--- config.mk ---
export PLATFORM = sky130hd
export DESIGN_NAME = cpu_run_ctrl_flat
export DESIGN_NICKNAME = d
export VERILOG_FILES = /design/src/rtl/cpu_run_ctrl_pkg.sv /design/src/rtl/cpu_run_ctrl_if.sv /design/src/rtl/cpu_run_ctrl_pc_stable_det.sv /design/src/rtl/cpu_run_ctrl.sv /design/src/flat_wrapper.sv
export SDC_FILE = /design/constraint.sdc
export NUM_CORES = 1
export LEC_CHECK = 0
export CORE_ASPECT_RATIO = 0.75
export CORE_MARGIN = 8
export CORE_UTILIZATION = 53
export CTS_CLUSTER_DIAMETER = 150
export DETAILED_ROUTE_END_ITERATION = 7
export PLACE_DENSITY = 0.87
export SLEW_MARGIN = 20
export SYNTH_ARGS = -nofsm -noshare
export SYNTH_HDL_FRONTEND = slang
export SYNTH_SLANG_ARGS = --single-unit
--- constraint.sdc ---
create_clock -name clk -period 2.63 [get_ports clk]
set_input_delay 0.526 -clock clk [delete_from_list [all_inputs] [get_ports clk]]
set_output_delay 0.526 -clock clk [all_outputs]
set_load 0.01 [all_outputs]
--- src/rtl/cpu_run_ctrl_pkg.sv ---
// Shared types and helpers for the mips run controller: FSM state encoding and
// a counter-width helper used by the controller and its PC stability detector.
package run_ctrl_pkg;

    localparam int ST_W = 2;

    typedef enum logic [ST_W-1:0] {
        ST_RST  = 2'd0,
        ST_RUN  = 2'd1,
        ST_DONE = 2'd2,
        ST_TMO  = 2'd3
    } run_state_e;

    // Bits needed to hold the values 0..n (at least one bit).
    function automatic int cnt_w(input int n);
        return (n < 2) ? 1 : $clog2(n + 1);
    endfunction

endpackage

--- src/rtl/cpu_run_ctrl_if.sv ---
// Bus between the run controller (slave) and the core/bench side (master):
// restart request and observed PC in, core reset and run status out.
interface cpu_run_ctrl_if #(
    parameter int PC_W  = 32,
    parameter int CNT_W = 32
);
    logic             restart_i;
    logic [PC_W-1:0]  pc_i;
    logic             cpu_reset;
    logic             running;
    logic             done;
    logic             timeout;
    logic [CNT_W-1:0] cycle_count;

    modport master (
        output restart_i, pc_i,
        input  cpu_reset, running, done, timeout, cycle_count
    );

    modport slave (
        input  restart_i, pc_i,
        output cpu_reset, running, done, timeout, cycle_count
    );
endinterface

--- src/rtl/cpu_run_ctrl_pc_stable_det.sv ---
// Detects a parked core: raises stable_hit in the cycle whose PC compare brings
// the run of consecutive equal-PC compares up to HALT_STABLE.
module pc_stable_det
    import run_ctrl_pkg::*;
#(
    parameter int PC_W        = 32,
    parameter int HALT_STABLE = 4
) (
    input  logic            clk,
    input  logic            reset,
    input  logic            clr,
    input  logic            en,
    input  logic [PC_W-1:0] pc_i,
    output logic            stable_hit
);

    localparam int            SC_W      = cnt_w(HALT_STABLE);
    localparam logic [SC_W-1:0] SC_MAX  = SC_W'(HALT_STABLE);
    localparam bit            STABLE_EN = (HALT_STABLE != 0);

    logic [PC_W-1:0] pc_q_r;
    logic            pc_vld_r;
    logic [SC_W-1:0] stable_cnt_r;
    logic            same_s;
    logic [SC_W-1:0] stable_nxt_s;

    // Compare against the previous PC and form the saturating next count.
    always_comb begin
        same_s       = 1'b0;
        stable_nxt_s = '0;
        stable_hit   = 1'b0;
        if (pc_vld_r && (pc_i == pc_q_r)) begin
            same_s = 1'b1;
        end else begin
            same_s = 1'b0;
        end
        if (same_s) begin
            if (stable_cnt_r == SC_MAX) begin
                stable_nxt_s = SC_MAX;
            end else begin
                stable_nxt_s = stable_cnt_r + 1'b1;
            end
        end else begin
            stable_nxt_s = '0;
        end
        if (STABLE_EN && en && same_s && (stable_nxt_s == SC_MAX)) begin
            stable_hit = 1'b1;
        end else begin
            stable_hit = 1'b0;
        end
    end

    // PC history register; pc_vld_r suppresses the compare in the first RUN cycle.
    always_ff @(posedge clk) begin
        if (reset || clr) begin
            pc_q_r       <= '0;
            pc_vld_r     <= 1'b0;
            stable_cnt_r <= '0;
        end else if (en) begin
            pc_q_r       <= pc_i;
            pc_vld_r     <= 1'b1;
            stable_cnt_r <= stable_nxt_s;
        end else begin
            pc_q_r       <= pc_q_r;
            pc_vld_r     <= pc_vld_r;
            stable_cnt_r <= stable_cnt_r;
        end
    end

endmodule

--- src/rtl/cpu_run_ctrl.sv ---
// Run controller for the pipelined mips core: issues the core reset pulse,
// counts RUN cycles and ends the run on a halt PC, a parked PC or the watchdog.
module cpu_run_ctrl
    import run_ctrl_pkg::*;
#(
    parameter int              RESET_CYCLES = 10,
    parameter int              PC_W         = 32,
    parameter logic [PC_W-1:0] HALT_PC      = 32'h0000_3ffc,
    parameter bit              HALT_PC_EN   = 1'b1,
    parameter int              HALT_STABLE  = 4,
    parameter int              CNT_W        = 32,
    parameter int              MAX_CYCLES   = 10000
) (
    input  logic         clk,
    input  logic         reset,
    cpu_run_ctrl_if.slave bus
);

    localparam int               RC_W    = cnt_w(RESET_CYCLES);
    localparam logic [RC_W-1:0]  RC_LAST = RC_W'(RESET_CYCLES - 1);
    localparam logic [CNT_W-1:0] CNT_MAX = CNT_W'(MAX_CYCLES);

    if (RESET_CYCLES < 1) begin : g_chk_reset_cycles
        $error("cpu_run_ctrl: RESET_CYCLES must be at least 1");
    end
    if ((CNT_W < 32) && ((MAX_CYCLES >> CNT_W) != 0)) begin : g_chk_max_cycles
        $error("cpu_run_ctrl: MAX_CYCLES does not fit in CNT_W bits");
    end

    run_state_e       state_r;
    run_state_e       state_nxt_s;
    logic [RC_W-1:0]  rst_cnt_r;
    logic [RC_W-1:0]  rst_cnt_nxt_s;
    logic [CNT_W-1:0] cycle_count_r;
    logic [CNT_W-1:0] cnt_nxt_s;
    logic [CNT_W-1:0] cnt_inc_s;
    logic             done_r;
    logic             done_nxt_s;
    logic             timeout_r;
    logic             tmo_nxt_s;
    logic             cpu_reset_r;
    logic             running_r;
    logic             halt_s;
    logic             stable_hit_s;
    logic             det_clr_s;
    logic             det_en_s;

    assign det_en_s  = (state_r == ST_RUN);
    assign det_clr_s = (state_r != ST_RUN) || bus.restart_i;

    pc_stable_det #(
        .PC_W        (PC_W),
        .HALT_STABLE (HALT_STABLE)
    ) u_stable (
        .clk        (clk),
        .reset      (reset),
        .clr        (det_clr_s),
        .en         (det_en_s),
        .pc_i       (bus.pc_i),
        .stable_hit (stable_hit_s)
    );

    // Next state, counters and sticky flags; restart_i overrides every state.
    always_comb begin
        state_nxt_s   = state_r;
        rst_cnt_nxt_s = rst_cnt_r;
        cnt_nxt_s     = cycle_count_r;
        cnt_inc_s     = cycle_count_r + 1'b1;
        done_nxt_s    = done_r;
        tmo_nxt_s     = timeout_r;
        halt_s        = 1'b0;
        if ((HALT_PC_EN && (bus.pc_i == HALT_PC)) || stable_hit_s) begin
            halt_s = 1'b1;
        end else begin
            halt_s = 1'b0;
        end
        if (bus.restart_i) begin
            state_nxt_s   = ST_RST;
            rst_cnt_nxt_s = '0;
            cnt_nxt_s     = '0;
            done_nxt_s    = 1'b0;
            tmo_nxt_s     = 1'b0;
        end else begin
            case (state_r)
                ST_RST: begin
                    if (rst_cnt_r == RC_LAST) begin
                        state_nxt_s   = ST_RUN;
                        rst_cnt_nxt_s = '0;
                    end else begin
                        rst_cnt_nxt_s = rst_cnt_r + 1'b1;
                    end
                end
                ST_RUN: begin
                    cnt_nxt_s = cnt_inc_s;
                    // A halt seen on the watchdog's last cycle still ends as DONE.
                    if (halt_s) begin
                        state_nxt_s = ST_DONE;
                        done_nxt_s  = 1'b1;
                    end else if (cnt_inc_s == CNT_MAX) begin
                        state_nxt_s = ST_TMO;
                        tmo_nxt_s   = 1'b1;
                    end else begin
                        state_nxt_s = ST_RUN;
                    end
                end
                ST_DONE, ST_TMO: begin
                    state_nxt_s = state_r;
                end
                default: begin
                    state_nxt_s   = ST_RST;
                    rst_cnt_nxt_s = '0;
                    cnt_nxt_s     = '0;
                    done_nxt_s    = 1'b0;
                    tmo_nxt_s     = 1'b0;
                end
            endcase
        end
    end

    // FSM state register.
    always_ff @(posedge clk) begin
        if (reset) begin
            state_r <= ST_RST;
        end else begin
            state_r <= state_nxt_s;
        end
    end

    // Counters and registered outputs, all derived from the next state.
    always_ff @(posedge clk) begin
        if (reset) begin
            rst_cnt_r     <= '0;
            cycle_count_r <= '0;
            done_r        <= 1'b0;
            timeout_r     <= 1'b0;
            cpu_reset_r   <= 1'b1;
            running_r     <= 1'b0;
        end else begin
            rst_cnt_r     <= rst_cnt_nxt_s;
            cycle_count_r <= cnt_nxt_s;
            done_r        <= done_nxt_s;
            timeout_r     <= tmo_nxt_s;
            cpu_reset_r   <= (state_nxt_s != ST_RUN);
            running_r     <= (state_nxt_s == ST_RUN);
        end
    end

    assign bus.cpu_reset   = cpu_reset_r;
    assign bus.running     = running_r;
    assign bus.done        = done_r;
    assign bus.timeout     = timeout_r;
    assign bus.cycle_count = cycle_count_r;

endmodule
--- src/flat_wrapper.sv ---
// flat-port wrapper written by rule: the top's interface ports become plain ports
module cpu_run_ctrl_flat import run_ctrl_pkg::*;
#(
    parameter int              RESET_CYCLES = 10,
    parameter int              PC_W         = 32,
    parameter logic [PC_W-1:0] HALT_PC      = 32'h0000_3ffc,
    parameter bit              HALT_PC_EN   = 1'b1,
    parameter int              HALT_STABLE  = 4,
    parameter int              CNT_W        = 32,
    parameter int              MAX_CYCLES   = 10000
)
  (clk, reset, bus_restart_i, bus_pc_i, bus_cpu_reset, bus_running, bus_done, bus_timeout, bus_cycle_count);
  cpu_run_ctrl_if #(.PC_W(PC_W), .CNT_W(CNT_W)) bus_i ();
  input  logic clk;
  input  logic reset;
  input wire logic [$bits(bus_i.restart_i)-1:0] bus_restart_i;
  input wire logic [$bits(bus_i.pc_i)-1:0] bus_pc_i;
  output wire logic [$bits(bus_i.cpu_reset)-1:0] bus_cpu_reset;
  output wire logic [$bits(bus_i.running)-1:0] bus_running;
  output wire logic [$bits(bus_i.done)-1:0] bus_done;
  output wire logic [$bits(bus_i.timeout)-1:0] bus_timeout;
  output wire logic [$bits(bus_i.cycle_count)-1:0] bus_cycle_count;
  assign bus_i.restart_i = bus_restart_i;
  assign bus_i.pc_i = bus_pc_i;
  assign bus_cpu_reset = bus_i.cpu_reset;
  assign bus_running = bus_i.running;
  assign bus_done = bus_i.done;
  assign bus_timeout = bus_i.timeout;
  assign bus_cycle_count = bus_i.cycle_count;
  cpu_run_ctrl #(.RESET_CYCLES(RESET_CYCLES), .PC_W(PC_W), .HALT_PC(HALT_PC), .HALT_PC_EN(HALT_PC_EN), .HALT_STABLE(HALT_STABLE), .CNT_W(CNT_W), .MAX_CYCLES(MAX_CYCLES)) u_core (.clk(clk), .reset(reset), .bus(bus_i));
endmodule
# Yosys cells after proc, flatten, opt, wreduce, memory -nomap -nowiden
# Cells that the tools add are included.
[word_totals]
elab_cells = 48
reg_bits = 78
output_inout_bits = 36
input_bits = 35
[classes]
eq_ne = 12
n_mux = 11
n_bitwise = 1
n_reduce_logical = 11
addsub = 3
[op_table]
columns = ["op", "count"]
rows = [
  ["32-bit by 14-bit == test with 1-bit output (second input constant)", 2],
  ["32-bit by 1-bit adder with 32-bit output (second input constant)", 1],
  ["32-bit == test", 1],
  ["2-bit two-way mux", 4],
  ["3-bit == test (second input constant)", 2],
  ["3-bit two-way mux", 2],
  ["2-bit one-hot mux with 3 select lines", 1],
  ["4-bit by 1-bit adder with 4-bit output (second input constant)", 1],
  ["2-bit by 1-bit == test with 1-bit output (second input constant)", 2],
  ["2-bit == test (second input constant)", 2],
  ["4-bit == test (second input constant)", 1],
  ["4-bit two-way mux", 1],
  ["2-bit by 1-bit inequality test with 1-bit output (second input constant)", 2],
  ["2-bit OR reduction", 2],
  ["3-bit by 1-bit adder with 3-bit output (second input constant)", 1],
  ["1-bit logical AND", 3],
  ["1-bit logical OR", 3],
  ["1-bit two-way mux", 3],
  ["3-bit AND reduction", 1],
  ["2-bit logical NOT", 1],
  ["2-bit AND reduction", 1],
  ["1-bit NOT", 1],
]

# Depth between registers and ports, before layout
[depth]
word_depth = 13
depth_mapped = 9
mapped_depth_nobuf = 8

# By module
# From an unflattened synthesis, not the netlist that was laid out.
[unflattened]
cells_unflattened = 499
area_unflattened_um2 = 4285.4
[modules_own_cells]
columns = ["mod", "cells_each", "seq_area_each_um2", "area_per_inst_um2", "instances"]
rows = [
  ["cpu_run_ctrl", 316, 840.8, 2543.7, 1],
  ["pc_stable_det", 183, 720.7, 1741.7, 1],
]

# Least setup slack after synthesis
# Ideal clock, no wire load.
[synth_timing]
path_type = "reg-to-reg"
from = "reg u_core.cycle_count_r[0], in the netlist u_core.bus.cycle_count[0]"
to = "reg u_core.running_r, in the netlist u_core.bus.running"
n_path_buf = 0
arrival_time_ns = 2.370
setup_ns = 0.130
path_stages_with_launch = 9
synth_period_minus_slack_ns = 2.500
slack_ns = 0.130
t_required_ns = 2.500
cell_sequence = "dfxtp_1 -> ha_1 -> nand3_1 -> nand2b_1 -> nor3_1 -> mux2i_1 -> nand4_1 -> o41ai_2 -> o22ai_1"
[synth_via]
elab_chain_len = 7
[synth_rtl]
columns = ["element", "line", "text"]
rows = [
  ["from (decl)", "cpu_run_ctrl.sv:34", "logic [CNT_W-1:0] cycle_count_r;"],
  ["from (signal assigned)", "cpu_run_ctrl.sv:140", "cycle_count_r <= cnt_nxt_s;"],
  ["32-bit by 1-bit adder with 32-bit output", "cpu_run_ctrl.sv:68", "cnt_inc_s = cycle_count_r + 1'b1;"],
  ["32-bit by 14-bit == test with 1-bit output", "cpu_run_ctrl.sv:99", "end else if (cnt_inc_s == CNT_MAX) begin"],
  ["2-bit two-way mux", "cpu_run_ctrl.sv:99", ""],
  ["2-bit two-way mux", "cpu_run_ctrl.sv:96", "if (halt_s) begin"],
  ["2-bit one-hot mux with 3 select lines", "cpu_run_ctrl.sv:84", "case (state_r)"],
  ["2-bit two-way mux", "cpu_run_ctrl.sv:77", "if (bus.restart_i) begin"],
  ["2-bit by 1-bit == test with 1-bit output", "cpu_run_ctrl.sv:144", "running_r <= (state_nxt_s == ST_RUN);"],
  ["to (signal assigned)", "cpu_run_ctrl.sv:144", ""],
  ["to (decl)", "cpu_run_ctrl.sv:42", "logic running_r;"],
]
# No other way between the ends.
# A chain may end at the register's enable or synchronous reset.

# Final worst setup path
[layout_timing]
from = "reg u_core.cycle_count_r[9], in the netlist u_core.bus.cycle_count[9]"
to = "reg u_core.running_r, in the netlist u_core.bus.running"
# The elaborated chain is that of the path after synthesis.

==> out/results.tsv <==
stage	metric	value	unit
outcome	outcome	finished clean	
power_and_ir_drop	power.internal	1.68	mW
global_routing	grt_max_degree	41	
clock_tree	post_cts_buffers	0	
die	core-area	0.00736	mm^2
global_routing	grt_pass1_wl	18100	um
sta	period_needed	2.51	ns
sta	period_share	0.954	
clock_tree	numCtsBuffers	9	
route	drt-total-wl	10900	um
critical_path	critPathKind	reg -> reg	
route	drcViolationCount	0	
sta	rsz0062_at_grt	false	
logic_synthesis	synth_top_cell_by_area	dfxtp_1	
sta	holdWs	0.489	ns
route	dr.pass1.iters	4	
logic_synthesis	yosysTopAreaCellShare	0.386	
logic_synthesis	yosysSeqAreaShare	0.386	
logic_synthesis	avgSynthCellArea	8.45	um^2
placement	dpl.hpwl	8260	um
route	antenna_left	0	
logic_synthesis	synthArstFlopShare	0	
critical_path	slowest_stage	dfxtp_1	
power_and_ir_drop	seqPwrFrac	0.537	
power_and_ir_drop	p_sw_frac	0.236	
critical_path	r2r_slack	0.12	ns
power_and_ir_drop	vdd_drop_max	0.260	mV
finish	antenna_cells	0	
clock_tree	clock_latency	0.36	ns
global_routing	track_usage	0.210	
route	drtIter0Drc	308	
logic_synthesis	yosys-top-cells-area	dfxtp_1 39%, xnor2_1 11%, and3_1 5.0%, nor2_1 4.3%, xor2_1 3.5%	
power_and_ir_drop	power	2.20	mW
die	start_util	0.549	
logic_synthesis	ys_warn_count	0	
sta	finClkSkew	0.00832	ns
clock_tree	clkSinkCount	78	
power_and_ir_drop	powerDensity	434	mW/mm^2
placement	gp_congestion	0.959	
logic_synthesis	syn_inst	478	
logic_synthesis	synth_most_common_cell	dfxtp_1	
sta	tns	0	ns
sta	tightest_slew	0.788	ns
placement	numPortBuffers	70	
sta	drv_slew	0	
critical_path	worstPathRequired	2.83	ns
logic_synthesis	ys.flop_type	dfxtp_1	
die	rows	27	
critical_path	critPathArrivalTime	2.71	ns
die	ios	71	
power_and_ir_drop	power_frac_comb	0.065	
route	vias_per_cell	5.74	
clock_tree	cts_tree	built	
power_and_ir_drop	power.leakage	1.82	nW
global_routing	antenna_found_initial	0	
finish	utilization	0.690	
flow_run	cap_violations	0	
logic_synthesis	synth_common_cells	78 x dfxtp_1, 50 x xnor2_1, 46 x nor2_1	
route	via_count	3785	
logic_synthesis	syn_nets	517	
global_routing	grt_overflow	0	
critical_path	crit_path_cell_trace	and4_2, nand4_2, nor3_1, mux2i_1, nand4_1, o41ai_2, o22ai_1	
clock_tree	cts_resized	0	
power_and_ir_drop	power_frac_clock	0.398	
finish	syn_to_final_growth	25.7	%
logic_synthesis	synth_seq_cells	78	
finish	fin_cells	659	
global_routing	grt_pass1_vias	3604	
clock_tree	clockBufferDepth	2	
hold_path	hp-class	reg -> reg	
critical_path	critPathCaptureType	flop	
route	post_drt_wl_per_cell	16.6	um
critical_path	slowest_delay	0.44	ns
clock_tree	htreeDepth	3	
sta	setup_viol	0	
clock_tree	path_clk_slew	0.08	ns
die	die_h	91.6	um
logic_synthesis	synth_area	0.00404	mm^2
sta	timing.fmax	399	MHz
finish	nets	593	
power_and_ir_drop	p_sw	0.519	mW
die	die_area	0.0107	mm^2
finish	drive_gt1_frac	0.0842	
clock_tree	cts_hold_buf	0	
sta	max-slew-margin-rel	0.475	
logic_synthesis	synth_edf_count	0	
critical_path	cp_max_fo	7	
die	fp.dieW	117	um
logic_synthesis	yosysUniqueCellTypes	57	
placement	dp.cells	644	
critical_path	worstSetupStartpointType	flop	
clock_tree	clockRootBuffer	clkbuf_8	
sta	hold_violations	0	
per-stage QoR:
stage	worst slack, ns	instance area, um^2
2_1_floorplan	0.130	4040
3_3_place_gp	-0.0369	4890
3_5_place_dp	-0.0308	4890
4_1_cts	0.0935	5070
5_1_grt	0.0483	5080
6_report	0.121	5080
power groups by stage:
stage | sequential [mW] | clock (mW) | combinational (mW)
floorplan | 1.21 | 0 | 0.0547
global route | 1.18 | 0.947 | 0.153
CTS | 1.18 | 0.895 | 0.141
finish | 1.18 | 0.877 | 0.143
detailed placement | 1.21 | 0 | 0.140
global placement | 1.21 | 0 | 0.139
placed cells by master (no fill, tap or decap), types with 2 or more instances in the layout:
cell and n:
clkbuf_8 9, nand4_1 21, clkinv_2 2, nand2b_1 9, a211oi_1 2, nand4b_1 2, and4_1 5, nor4_1 13
o32ai_1 2, ha_1 4, or2_2 2, o21a_1 2, or3_1 17, clkdlybuf4s50_1 70, inv_1 13, o22ai_1 2
xnor2_1 50, o21ai_0 12, buf_4 20, a21o_1 3, and3_1 32, nor3_1 22, nand2_1 34, clkinvlp_4 2
mux2i_1 2, and4_2 2, a21oi_1 15, dfxtp_1 77, xor2_1 16, nand3_1 16, or4_1 2, nor2_1 46
nor4b_1 3, a22o_1 2
cells by family (layout without fill, tap and decap cells):
family                     Yosys count  after routing  synth area share
and+or+nand+nor                    236            236             0.317
buffers and inverters               38            118            0.0452
adders and majority gates            4              4            0.0124
DFF                                 78             78             0.386
muxes                                2              2           0.00496
AOI/OAI and AO/OA                   54             54            0.0904
xor gates and xnor gates            66             66             0.143
critical path, delay by kind of cell, from the launching register on:
family / cells / cell delay [ns]
AO/OA/AOI/OAI: 2 / 0.54
flip-flops: 1 / 0.44
multiplexers: 1 / 0.34
AND/OR/NAND/NOR: 4 / 1.03
final timing paths:
path                                                start                   endpoint  cells after the start
worst min register to register  u_core.bus.cycle_count[1]  u_core.bus.cycle_count[1]                      2
worst min-delay path            u_core.bus.cycle_count[1]  u_core.bus.cycle_count[1]                      2
worst max register to register  u_core.bus.cycle_count[9]         u_core.bus.running                      7
worst max-delay path            u_core.bus.cycle_count[9]         u_core.bus.running                      7
sequential cells by signal, indices dropped and copies added (netlist names):
name / cells
u_core.bus.cpu_reset: 1
u_core.bus.timeout: 1
u_core.bus.done: 1
u_core.rst_cnt_r: 4
u_core.u_stable.pc_vld_r: 1
u_core.u_stable.pc_q_r: 32
u_core.state_r: 2
u_core.bus.cycle_count: 32
u_core.bus.running: 1
u_core.u_stable.stable_cnt_r: 3
layer usage:
metal / up-vias / track usage / part of all wire
met1: 1761 / 0.288 / 0.46
met4: 0 / 0.0606 / 0.012
met3: 13 / 0.0570 / 0.077
met2: 159 / 0.316 / 0.45
met5: - / 0 / 0
li1: 1852 / - / -
cell type report:
type / instances / area, um^2
Timing Repair Buffer: 90 / 851
Clock buffer: 9 / 124
Fill cell: 614 / 2280
Clock inverter: 6 / 63.8
Multi-Input combinational cell: 362 / 2300
Sequential cell: 78 / 1560
Inverter: 13 / 48.8
Tap cell: 101 / 126
(Power assumes the default switching activity.)
